### src/rtl/host_launch_if.sv
// host_launch_if -- request/response channel between the launch sequencer
// and the accelerator's host register port.
//
// Signals:
//   host_req_valid   request present (sequencer -> responder)
//   host_req_opcode  1 = write, 0 = read
//   host_req_addr    register byte address
//   host_req_value   write data, 0 on reads
//   host_req_deq     responder accepts the request this cycle
//   host_resp_valid  read data valid (responder -> sequencer)
//   host_resp_bits   read data
//
// Modports:
//   master  the sequencer side (drives requests, consumes responses)
//   slave   the responder side
interface host_launch_if #(
   parameter int HOST_ADDR_BITS = 8,
   parameter int HOST_DATA_BITS = 32
);
   logic                      host_req_valid;
   logic                      host_req_opcode;
   logic [HOST_ADDR_BITS-1:0] host_req_addr;
   logic [HOST_DATA_BITS-1:0] host_req_value;
   logic                      host_req_deq;
   logic                      host_resp_valid;
   logic [HOST_DATA_BITS-1:0] host_resp_bits;

   modport master (
      output host_req_valid,
      output host_req_opcode,
      output host_req_addr,
      output host_req_value,
      input  host_req_deq,
      input  host_resp_valid,
      input  host_resp_bits
   );

   modport slave (
      input  host_req_valid,
      input  host_req_opcode,
      input  host_req_addr,
      input  host_req_value,
      output host_req_deq,
      output host_resp_valid,
      output host_resp_bits
   );
endinterface

### src/rtl/host_launch_seq.sv
// host_launch_seq -- launches one accelerator run over the host register
// port: writes the configuration registers, kicks the start bit, polls the
// status register until the finish bit is seen (or the poll budget runs
// out), reads back the cycle counter and clears the control register.
//
// Ports:
//   clock          sole clock
//   reset          synchronous, active-high reset
//   start          launch request, only looked at while idle
//   cfg_constant   value written to 0x08
//   cfg_length     value written to 0x0c
//   cfg_inp_baddr  input pointer (low word 0x10, high word 0x14)
//   cfg_out_baddr  output pointer (low word 0x18, high word 0x1c)
//   host           host_launch_if master: request/response channel
//   busy           sequence in progress
//   done           one-cycle pulse when a run completes with a cycle count
//   timeout        one-cycle pulse when the poll budget is exhausted
//   cycles         cycle count read back, held until the next capture
module host_launch_seq #(
   parameter int MEM_ADDR_BITS  = 64,
   parameter int HOST_ADDR_BITS = 8,
   parameter int HOST_DATA_BITS = 32,
   parameter int POLL_GAP       = 4,
   parameter int MAX_POLLS      = 1024
) (
   input  logic                      clock,
   input  logic                      reset,
   input  logic                      start,
   input  logic [HOST_DATA_BITS-1:0] cfg_constant,
   input  logic [HOST_DATA_BITS-1:0] cfg_length,
   input  logic [MEM_ADDR_BITS-1:0]  cfg_inp_baddr,
   input  logic [MEM_ADDR_BITS-1:0]  cfg_out_baddr,
   host_launch_if.master             host,
   output logic                      busy,
   output logic                      done,
   output logic                      timeout,
   output logic [HOST_DATA_BITS-1:0] cycles
);

   typedef enum logic [3:0] {
      ST_IDLE      = 4'd0,
      ST_WRITE     = 4'd1,
      ST_LAUNCH    = 4'd2,
      ST_GAP       = 4'd3,
      ST_POLL_REQ  = 4'd4,
      ST_POLL_RESP = 4'd5,
      ST_CNT_REQ   = 4'd6,
      ST_CNT_RESP  = 4'd7,
      ST_CLEAR     = 4'd8,
      ST_FIN       = 4'd9
   } state_t;

   // Register map of the six configuration writes, in issue order.
   function automatic logic [7:0] cfg_addr(input logic [2:0] idx);
      case (idx)
         3'd0:    cfg_addr = 8'h08;
         3'd1:    cfg_addr = 8'h0c;
         3'd2:    cfg_addr = 8'h10;
         3'd3:    cfg_addr = 8'h14;
         3'd4:    cfg_addr = 8'h18;
         3'd5:    cfg_addr = 8'h1c;
         default: cfg_addr = 8'h08;
      endcase
   endfunction

   // Low / high host words of a memory pointer.
   function automatic logic [HOST_DATA_BITS-1:0] ptr_lo(input logic [MEM_ADDR_BITS-1:0] p);
      ptr_lo = HOST_DATA_BITS'(p);
   endfunction

   function automatic logic [HOST_DATA_BITS-1:0] ptr_hi(input logic [MEM_ADDR_BITS-1:0] p);
      ptr_hi = HOST_DATA_BITS'(p >> HOST_DATA_BITS);
   endfunction

   state_t                    state_r;
   state_t                    state_s;
   logic [2:0]                widx_r;
   logic [2:0]                widx_s;
   logic [31:0]               gap_cnt_r;
   logic [31:0]               poll_cnt_r;
   logic                      captured_r;
   logic [HOST_DATA_BITS-1:0] constant_r;
   logic [HOST_DATA_BITS-1:0] length_r;
   logic [MEM_ADDR_BITS-1:0]  inp_r;
   logic [MEM_ADDR_BITS-1:0]  out_r;
   logic [HOST_DATA_BITS-1:0] cycles_r;
   logic                      done_r;
   logic                      timeout_r;
   logic                      busy_r;
   logic                      req_valid_r;
   logic                      req_opcode_r;
   logic [HOST_ADDR_BITS-1:0] req_addr_r;
   logic [HOST_DATA_BITS-1:0] req_value_r;

   logic                      req_valid_s;
   logic                      req_opcode_s;
   logic [HOST_ADDR_BITS-1:0] req_addr_s;
   logic [HOST_DATA_BITS-1:0] req_value_s;

   logic                      xfer_s;
   logic                      latch_s;
   logic                      gap_last_s;
   logic                      poll_limit_s;
   logic                      fin_bit_s;
   logic                      timeout_s;
   logic                      capture_s;
   logic [HOST_DATA_BITS-1:0] constant_nx_s;
   logic [HOST_DATA_BITS-1:0] length_nx_s;
   logic [MEM_ADDR_BITS-1:0]  inp_nx_s;
   logic [MEM_ADDR_BITS-1:0]  out_nx_s;

   assign xfer_s       = req_valid_r & host.host_req_deq;
   assign latch_s      = (state_r == ST_IDLE) & start;
   // GAP exits after its POLL_GAP-th cycle (a zero gap still spends one cycle)
   assign gap_last_s   = ((gap_cnt_r + 32'd1) >= 32'(POLL_GAP));
   assign poll_limit_s = (poll_cnt_r >= 32'(MAX_POLLS));
   assign fin_bit_s    = host.host_resp_bits[1];
   assign timeout_s    = (state_r == ST_POLL_RESP) & host.host_resp_valid & ~fin_bit_s & poll_limit_s;
   assign capture_s    = (state_r == ST_CNT_RESP) & host.host_resp_valid;

   // The first request is built in the same cycle the configuration is
   // latched, so request data comes from the inputs on that cycle.
   assign constant_nx_s = latch_s ? cfg_constant  : constant_r;
   assign length_nx_s   = latch_s ? cfg_length    : length_r;
   assign inp_nx_s      = latch_s ? cfg_inp_baddr : inp_r;
   assign out_nx_s      = latch_s ? cfg_out_baddr : out_r;

   // State register
   always_ff @(posedge clock) begin
      if (reset) begin
         state_r <= ST_IDLE;
         widx_r  <= 3'd0;
      end else begin
         state_r <= state_s;
         widx_r  <= widx_s;
      end
   end

   // Next-state logic
   always_comb begin
      state_s = state_r;
      widx_s  = widx_r;
      case (state_r)
         ST_IDLE: begin
            if (start) begin
               state_s = ST_WRITE;
               widx_s  = 3'd0;
            end else begin
               state_s = ST_IDLE;
            end
         end
         ST_WRITE: begin
            if (xfer_s) begin
               if (widx_r == 3'd5) begin
                  state_s = ST_LAUNCH;
               end else begin
                  widx_s = widx_r + 3'd1;
               end
            end else begin
               state_s = ST_WRITE;
            end
         end
         ST_LAUNCH: begin
            if (xfer_s) state_s = ST_GAP;
            else        state_s = ST_LAUNCH;
         end
         ST_GAP: begin
            if (gap_last_s) state_s = ST_POLL_REQ;
            else            state_s = ST_GAP;
         end
         ST_POLL_REQ: begin
            if (xfer_s) state_s = ST_POLL_RESP;
            else        state_s = ST_POLL_REQ;
         end
         ST_POLL_RESP: begin
            if (host.host_resp_valid) begin
               if (fin_bit_s)         state_s = ST_CNT_REQ;
               else if (poll_limit_s) state_s = ST_CLEAR;
               else                   state_s = ST_GAP;
            end else begin
               state_s = ST_POLL_RESP;
            end
         end
         ST_CNT_REQ: begin
            if (xfer_s) state_s = ST_CNT_RESP;
            else        state_s = ST_CNT_REQ;
         end
         ST_CNT_RESP: begin
            if (host.host_resp_valid) state_s = ST_CLEAR;
            else                      state_s = ST_CNT_RESP;
         end
         ST_CLEAR: begin
            if (xfer_s) state_s = ST_FIN;
            else        state_s = ST_CLEAR;
         end
         ST_FIN: begin
            state_s = ST_IDLE;
         end
         default: begin
            state_s = ST_IDLE;
            widx_s  = 3'd0;
         end
      endcase
   end

   // Request decode from the next state; registered below so the bus
   // fields stay put while the state waits for its transfer.
   always_comb begin
      req_valid_s  = 1'b0;
      req_opcode_s = 1'b0;
      req_addr_s   = '0;
      req_value_s  = '0;
      case (state_s)
         ST_WRITE: begin
            req_valid_s  = 1'b1;
            req_opcode_s = 1'b1;
            req_addr_s   = HOST_ADDR_BITS'(cfg_addr(widx_s));
            case (widx_s)
               3'd0:    req_value_s = constant_nx_s;
               3'd1:    req_value_s = length_nx_s;
               3'd2:    req_value_s = ptr_lo(inp_nx_s);
               3'd3:    req_value_s = ptr_hi(inp_nx_s);
               3'd4:    req_value_s = ptr_lo(out_nx_s);
               3'd5:    req_value_s = ptr_hi(out_nx_s);
               default: req_value_s = '0;
            endcase
         end
         ST_LAUNCH: begin
            req_valid_s  = 1'b1;
            req_opcode_s = 1'b1;
            req_addr_s   = HOST_ADDR_BITS'(8'h00);
            req_value_s  = HOST_DATA_BITS'(1'b1);
         end
         ST_POLL_REQ: begin
            req_valid_s  = 1'b1;
            req_addr_s   = HOST_ADDR_BITS'(8'h00);
         end
         ST_CNT_REQ: begin
            req_valid_s  = 1'b1;
            req_addr_s   = HOST_ADDR_BITS'(8'h04);
         end
         ST_CLEAR: begin
            req_valid_s  = 1'b1;
            req_opcode_s = 1'b1;
            req_addr_s   = HOST_ADDR_BITS'(8'h00);
         end
         default: begin
            req_valid_s  = 1'b0;
         end
      endcase
   end

   // Registered request and status outputs
   always_ff @(posedge clock) begin
      if (reset) begin
         req_valid_r  <= 1'b0;
         req_opcode_r <= 1'b0;
         req_addr_r   <= '0;
         req_value_r  <= '0;
         busy_r       <= 1'b0;
         done_r       <= 1'b0;
         timeout_r    <= 1'b0;
      end else begin
         req_valid_r  <= req_valid_s;
         req_opcode_r <= req_opcode_s;
         req_addr_r   <= req_addr_s;
         req_value_r  <= req_value_s;
         busy_r       <= (state_s != ST_IDLE);
         // captured_r is already settled by the time CLEAR hands over to FIN
         done_r       <= (state_s == ST_FIN) & captured_r;
         timeout_r    <= timeout_s;
      end
   end

   // Latched configuration, poll/gap counters and the captured cycle count
   always_ff @(posedge clock) begin
      if (reset) begin
         constant_r <= '0;
         length_r   <= '0;
         inp_r      <= '0;
         out_r      <= '0;
         poll_cnt_r <= 32'd0;
         gap_cnt_r  <= 32'd0;
         captured_r <= 1'b0;
         cycles_r   <= '0;
      end else begin
         if (latch_s) begin
            constant_r <= cfg_constant;
            length_r   <= cfg_length;
            inp_r      <= cfg_inp_baddr;
            out_r      <= cfg_out_baddr;
         end
         // Saturating so the count can never wrap back below the limit
         if (latch_s) begin
            poll_cnt_r <= 32'd0;
         end else if ((state_r == ST_POLL_REQ) && xfer_s && (poll_cnt_r != 32'hFFFF_FFFF)) begin
            poll_cnt_r <= poll_cnt_r + 32'd1;
         end
         if (state_r == ST_GAP) begin
            gap_cnt_r <= gap_cnt_r + 32'd1;
         end else begin
            gap_cnt_r <= 32'd0;
         end
         if (latch_s) begin
            captured_r <= 1'b0;
         end else if (capture_s) begin
            captured_r <= 1'b1;
         end
         if (capture_s) begin
            cycles_r <= host.host_resp_bits;
         end
      end
   end

   assign host.host_req_valid  = req_valid_r;
   assign host.host_req_opcode = req_opcode_r;
   assign host.host_req_addr   = req_addr_r;
   assign host.host_req_value  = req_value_r;
   assign busy                 = busy_r;
   assign done                 = done_r;
   assign timeout              = timeout_r;
   assign cycles               = cycles_r;

endmodule

### src/flat_wrapper.sv
// flat-port wrapper written by rule: the top's interface ports become plain ports
module host_launch_seq_flat 
#(
   parameter int MEM_ADDR_BITS  = 64,
   parameter int HOST_ADDR_BITS = 8,
   parameter int HOST_DATA_BITS = 32,
   parameter int POLL_GAP       = 4,
   parameter int MAX_POLLS      = 1024
)
  (clock, reset, start, cfg_constant, cfg_length, cfg_inp_baddr, cfg_out_baddr, busy, done, timeout, cycles, host_host_req_valid, host_host_req_opcode, host_host_req_addr, host_host_req_value, host_host_req_deq, host_host_resp_valid, host_host_resp_bits);
  host_launch_if #(.HOST_ADDR_BITS(HOST_ADDR_BITS), .HOST_DATA_BITS(HOST_DATA_BITS)) host_i ();
  input  logic clock;
  input  logic reset;
  input  logic start;
  input  logic [HOST_DATA_BITS-1:0] cfg_constant;
  input  logic [HOST_DATA_BITS-1:0] cfg_length;
  input  logic [MEM_ADDR_BITS-1:0] cfg_inp_baddr;
  input  logic [MEM_ADDR_BITS-1:0] cfg_out_baddr;
  output logic busy;
  output logic done;
  output logic timeout;
  output logic [HOST_DATA_BITS-1:0] cycles;
  output wire logic [$bits(host_i.host_req_valid)-1:0] host_host_req_valid;
  output wire logic [$bits(host_i.host_req_opcode)-1:0] host_host_req_opcode;
  output wire logic [$bits(host_i.host_req_addr)-1:0] host_host_req_addr;
  output wire logic [$bits(host_i.host_req_value)-1:0] host_host_req_value;
  input wire logic [$bits(host_i.host_req_deq)-1:0] host_host_req_deq;
  input wire logic [$bits(host_i.host_resp_valid)-1:0] host_host_resp_valid;
  input wire logic [$bits(host_i.host_resp_bits)-1:0] host_host_resp_bits;
  assign host_host_req_valid = host_i.host_req_valid;
  assign host_host_req_opcode = host_i.host_req_opcode;
  assign host_host_req_addr = host_i.host_req_addr;
  assign host_host_req_value = host_i.host_req_value;
  assign host_i.host_req_deq = host_host_req_deq;
  assign host_i.host_resp_valid = host_host_resp_valid;
  assign host_i.host_resp_bits = host_host_resp_bits;
  host_launch_seq #(.MEM_ADDR_BITS(MEM_ADDR_BITS), .HOST_ADDR_BITS(HOST_ADDR_BITS), .HOST_DATA_BITS(HOST_DATA_BITS), .POLL_GAP(POLL_GAP), .MAX_POLLS(MAX_POLLS)) u_core (.clock(clock), .reset(reset), .start(start), .cfg_constant(cfg_constant), .cfg_length(cfg_length), .cfg_inp_baddr(cfg_inp_baddr), .cfg_out_baddr(cfg_out_baddr), .host(host_i), .busy(busy), .done(done), .timeout(timeout), .cycles(cycles));
endmodule
### config.mk
export PLATFORM = sky130hd
export DESIGN_NAME = host_launch_seq_flat
export DESIGN_NICKNAME = d
export VERILOG_FILES = /design/src/rtl/host_launch_if.sv /design/src/rtl/host_launch_seq.sv /design/src/flat_wrapper.sv
export SDC_FILE = /design/constraint.sdc
export NUM_CORES = 1
export LEC_CHECK = 0
export BUFFER_PORTS_ARGS = -buffer_cell sky130_fd_sc_hd__buf_2
export CAP_MARGIN = 30
export CELL_PAD_IN_SITES_DETAIL_PLACEMENT = 0
export CELL_PAD_IN_SITES_GLOBAL_PLACEMENT = 1
export CORE_ASPECT_RATIO = 1.4
export CORE_MARGIN = 4
export CORE_UTILIZATION = 43
export DETAILED_ROUTE_END_ITERATION = 7
export GPL_ROUTABILITY_DRIVEN = 0
export PLACE_DENSITY_LB_ADDON = 0.08
export SKIP_LAST_GASP = 1
export SYNTH_ARGS = -nofsm -noshare
export SYNTH_HDL_FRONTEND = slang
export SYNTH_SLANG_ARGS = --single-unit
export TNS_END_PERCENT = 30
### constraint.sdc
create_clock -name clock -period 3.95 [get_ports clock]
set_input_delay 0.79 -clock clock [delete_from_list [all_inputs] [get_ports clock]]
set_output_delay 0.79 -clock clock [all_outputs]
set_load 0.02 [all_outputs]
==> run metrics <==
Worst path slowest cell=a2111oi_0; Finished Layout Cells=2563; commonest non-fill, non-tap cell in the layout=nand2_1; sequential share of the synthesized area=0.455; worst slew pin tran=0.931 ns; Hold WC Path Type=flop to flop; R2R Path Start=u_core.state_r[1]$_SDFF_PP0_; CTS Buf Count=35; # port buffers=300; Yosys top cell by area=dfxtp_1; Critical Path RT=4.40 ns; initial antenna violation count=5; count of cell types in the netlist=72; Syn Area/Cell=7.97 µm²; CP startpoint=u_core.state_r[1]$_SDFF_PP0_; die width=165 µm; CP endpoint kind=flop; WP buf/inv=1; most frequent cells in the layout=nand2_1 (469), dfxtp_1 (336), buf_2 (299); cell count after synthesis=1855; Synth area leaders=dfxtp_1 (45%), nand2_1 (12%), a21oi_1 (7.5%), mux2i_1 (4.8%), nor2_1 (3.6%); Filler Cell Count=3391; Synth top area share=0.455; Total Routing Usage GR=0.249; CTS root buffer=clkbuf_16; critical path's top delay family=simple AND/OR/NAND/NOR gates; Post CTS Setup Buffer Count=0; CTS tree=built; Max-Slew Margin vs Limit=0.377; register area=6730 µm²; final hold violation count=0; vias per cell=5.41; die area=37500 µm²; crit path kind=flop to flop; Routed Antenna Nets=0; Hold Crit Start=u_core.cycles[29]$_SDFFE_PP0P_; Clock Latency Late Sink=0.53 ns; clk sinks=336; #FFs+latches synth=336; largest buffer count on any clock path=3; setup TNS=0 ns; H-tree Lvls=2; post-CTS sizing=0; drt wl/cell=18.8 µm; first-pass GRT wire length=73.4 mm; FMAX=333 MHz; worst-path cell chain=nor2_1 > nand3_4 > buf_4 > a2111oi_0 > a221oi_1 > nor2_1; DR vias=13900; post-layout net count=2319; largest net degree at the start of global routing=77; Iter 0 DRT Violations=940; DRT Pass-1 Iters=5; fraction of layout cells with a size suffix above 1=0.200; Inst Count DP=2499; vias in the first global route=12800; DRC Markers=0; Initial Util=0.434; area of the multi-input gates=7440 µm²; Max VDD drop=0.248 mV; outcome=finished, final reports clean; Max-Cap Viols=0; # rows=80; max-slew violations=0; min Tclk post-route=3.00 ns; Post-CTS Hold Buffers=0; drt total wl=48.3 mm; leakage power total=7.10 nW; worst clock skew=0.0154 ns; crit-path most repeated cell=nor2_1; crit path DAT=3.45 ns; RSZ-0062 raised after global routing=no; CP max stage delay=0.79 ns; Boundary Pins=306; Die Ht=227 µm; area of the mapped netlist=14800 µm²; Final HPWL DP=35.8 mm; Core Area=34000 µm²; Clk pin slew, worst setup/hold paths=0.06 ns; Synth Flop Type=dfxtp_1; CP Launch Type=flop; R2R Setup Slk=0.95 ns; fin crit share=0.760; Ys Warns=0; Synth async-reset ratio=0; CP max FO=47; P per Cell Area=436 nW/µm²; total gr overflow=0; EDFF count, synth=0; count of final setup violators=0; Area growth syn-to-layout=20.4%
[synth_stat cells, types with 9 or more instances]
| cell type | n |
|---|---|
| xor2_1 | 11 |
| a221oi_1 | 10 |
| nand3_1 | 55 |
| nor2_1 | 142 |
| inv_1 | 23 |
| nor3_1 | 32 |
| a31oi_1 | 9 |
| nand2_1 | 469 |
| a22oi_1 | 16 |
| or4_1 | 9 |
| xnor2_1 | 45 |
| or3_1 | 13 |
| o21ai_0 | 57 |
| nand4_1 | 23 |
| clkbuf_1 | 112 |
| o22a_1 | 13 |
| nor4_1 | 22 |
| dfxtp_1 | 336 |
| a21oi_2 | 9 |
| mux2i_1 | 71 |
| buf_2 | 17 |
| a21oi_1 | 223 |
[stage by stage]
step | worst slack [ns] | utilization | hold WS [ns] | power, mW | instance area (µm²)
floorplan | 1.19 | - | 0.432 | 4.15 | 14800
global placement | 0.646 | 0.488 | 0.438 | 4.51 | 16600
detailed placement | 0.652 | 0.489 | 0.443 | 4.51 | 16700
CTS | 0.897 | 0.523 | 0.451 | 7.83 | 17800
global route | 0.710 | 0.523 | 0.467 | 8.06 | 17800
finish | 0.948 | 0.523 | 0.451 | 7.76 | 17800
[where the power goes]
part / internal [mW] / switching, mW / total (mW)
sequential: 3.54 / 0.0727 / 3.61
clock: 1.98 / 1.35 / 3.33
combinational: 0.308 / 0.516 / 0.824
total: 5.83 / 1.94 / 7.76
[tightest hold or removal path: cells and delay by family (launching register included)]
family,cells,cell delay (ns)
flops,1,0.30
simple gates,1,0.05
compound gates,1,0.05
[flip-flops by register name, summed over array words and instances, names as in the netlist]
name,flops
u_core.length_r,32
u_core.constant_r,32
u_core.inp_r,64
u_core.out_r,64
u_core.host.host_req_opcode,1
u_core.captured_r,1
u_core.busy,1
u_core.timeout,1
u_core.host.host_req_addr,3
u_core.done,1
u_core.host.host_req_valid,1
u_core.poll_cnt_r,32
u_core.cycles,32
u_core.gap_cnt_r,32
u_core.state_r,4
u_core.widx_r,3
u_core.host.host_req_value,32
[cell type report]
cell class                      instances  share of cell area
Inverter                               23             0.00485
Multi-Input combinational cell       1359               0.418
Tap cell                              451              0.0317
Timing Repair Buffer                  330               0.103
Sequential cell                       336               0.378
Clock inverter                          9             0.00696
Clock buffer                           52              0.0573
Antenna cell                            3            0.000422
[routing by layer]
metal  wire length [µm]  vias to the layer above  track usage  share of wire
li1                   -                     6815            -              -
met1              21300                     6553        0.344           0.44
met2              23000                      428        0.414           0.48
met3               2920                       61       0.0366          0.060
met4               1020                        0       0.0599          0.021
met5                  0                        -            0              0
[path summary, 6_finish.rpt]
path	endpoint	cells past startpoint
hold / removal	u_core.cycles[29]$_SDFFE_PP0P_	2
hold reg to reg	u_core.cycles[29]$_SDFFE_PP0P_	2
setup reg to reg	u_core.host.host_req_value[4]$_SDFF_PP0_	6
setup / recovery	u_core.host.host_req_value[4]$_SDFF_PP0_	6
[cell families (layout without fill, tap and decap cells)]
group,after synthesis,count (layout),share of synthesized area
and+or+nand+nor,814,814,0.242
AOI/OAI and AO/OA,401,401,0.161
DFF,336,336,0.455
buffers and inverters,164,414,0.0456
muxes,78,78,0.0587
xor gates and xnor gates,56,56,0.0332
adders and majority gates,5,5,0.00423
other,1,8,0.000254
No activity file was read; power rests on OpenSTA's default activity.
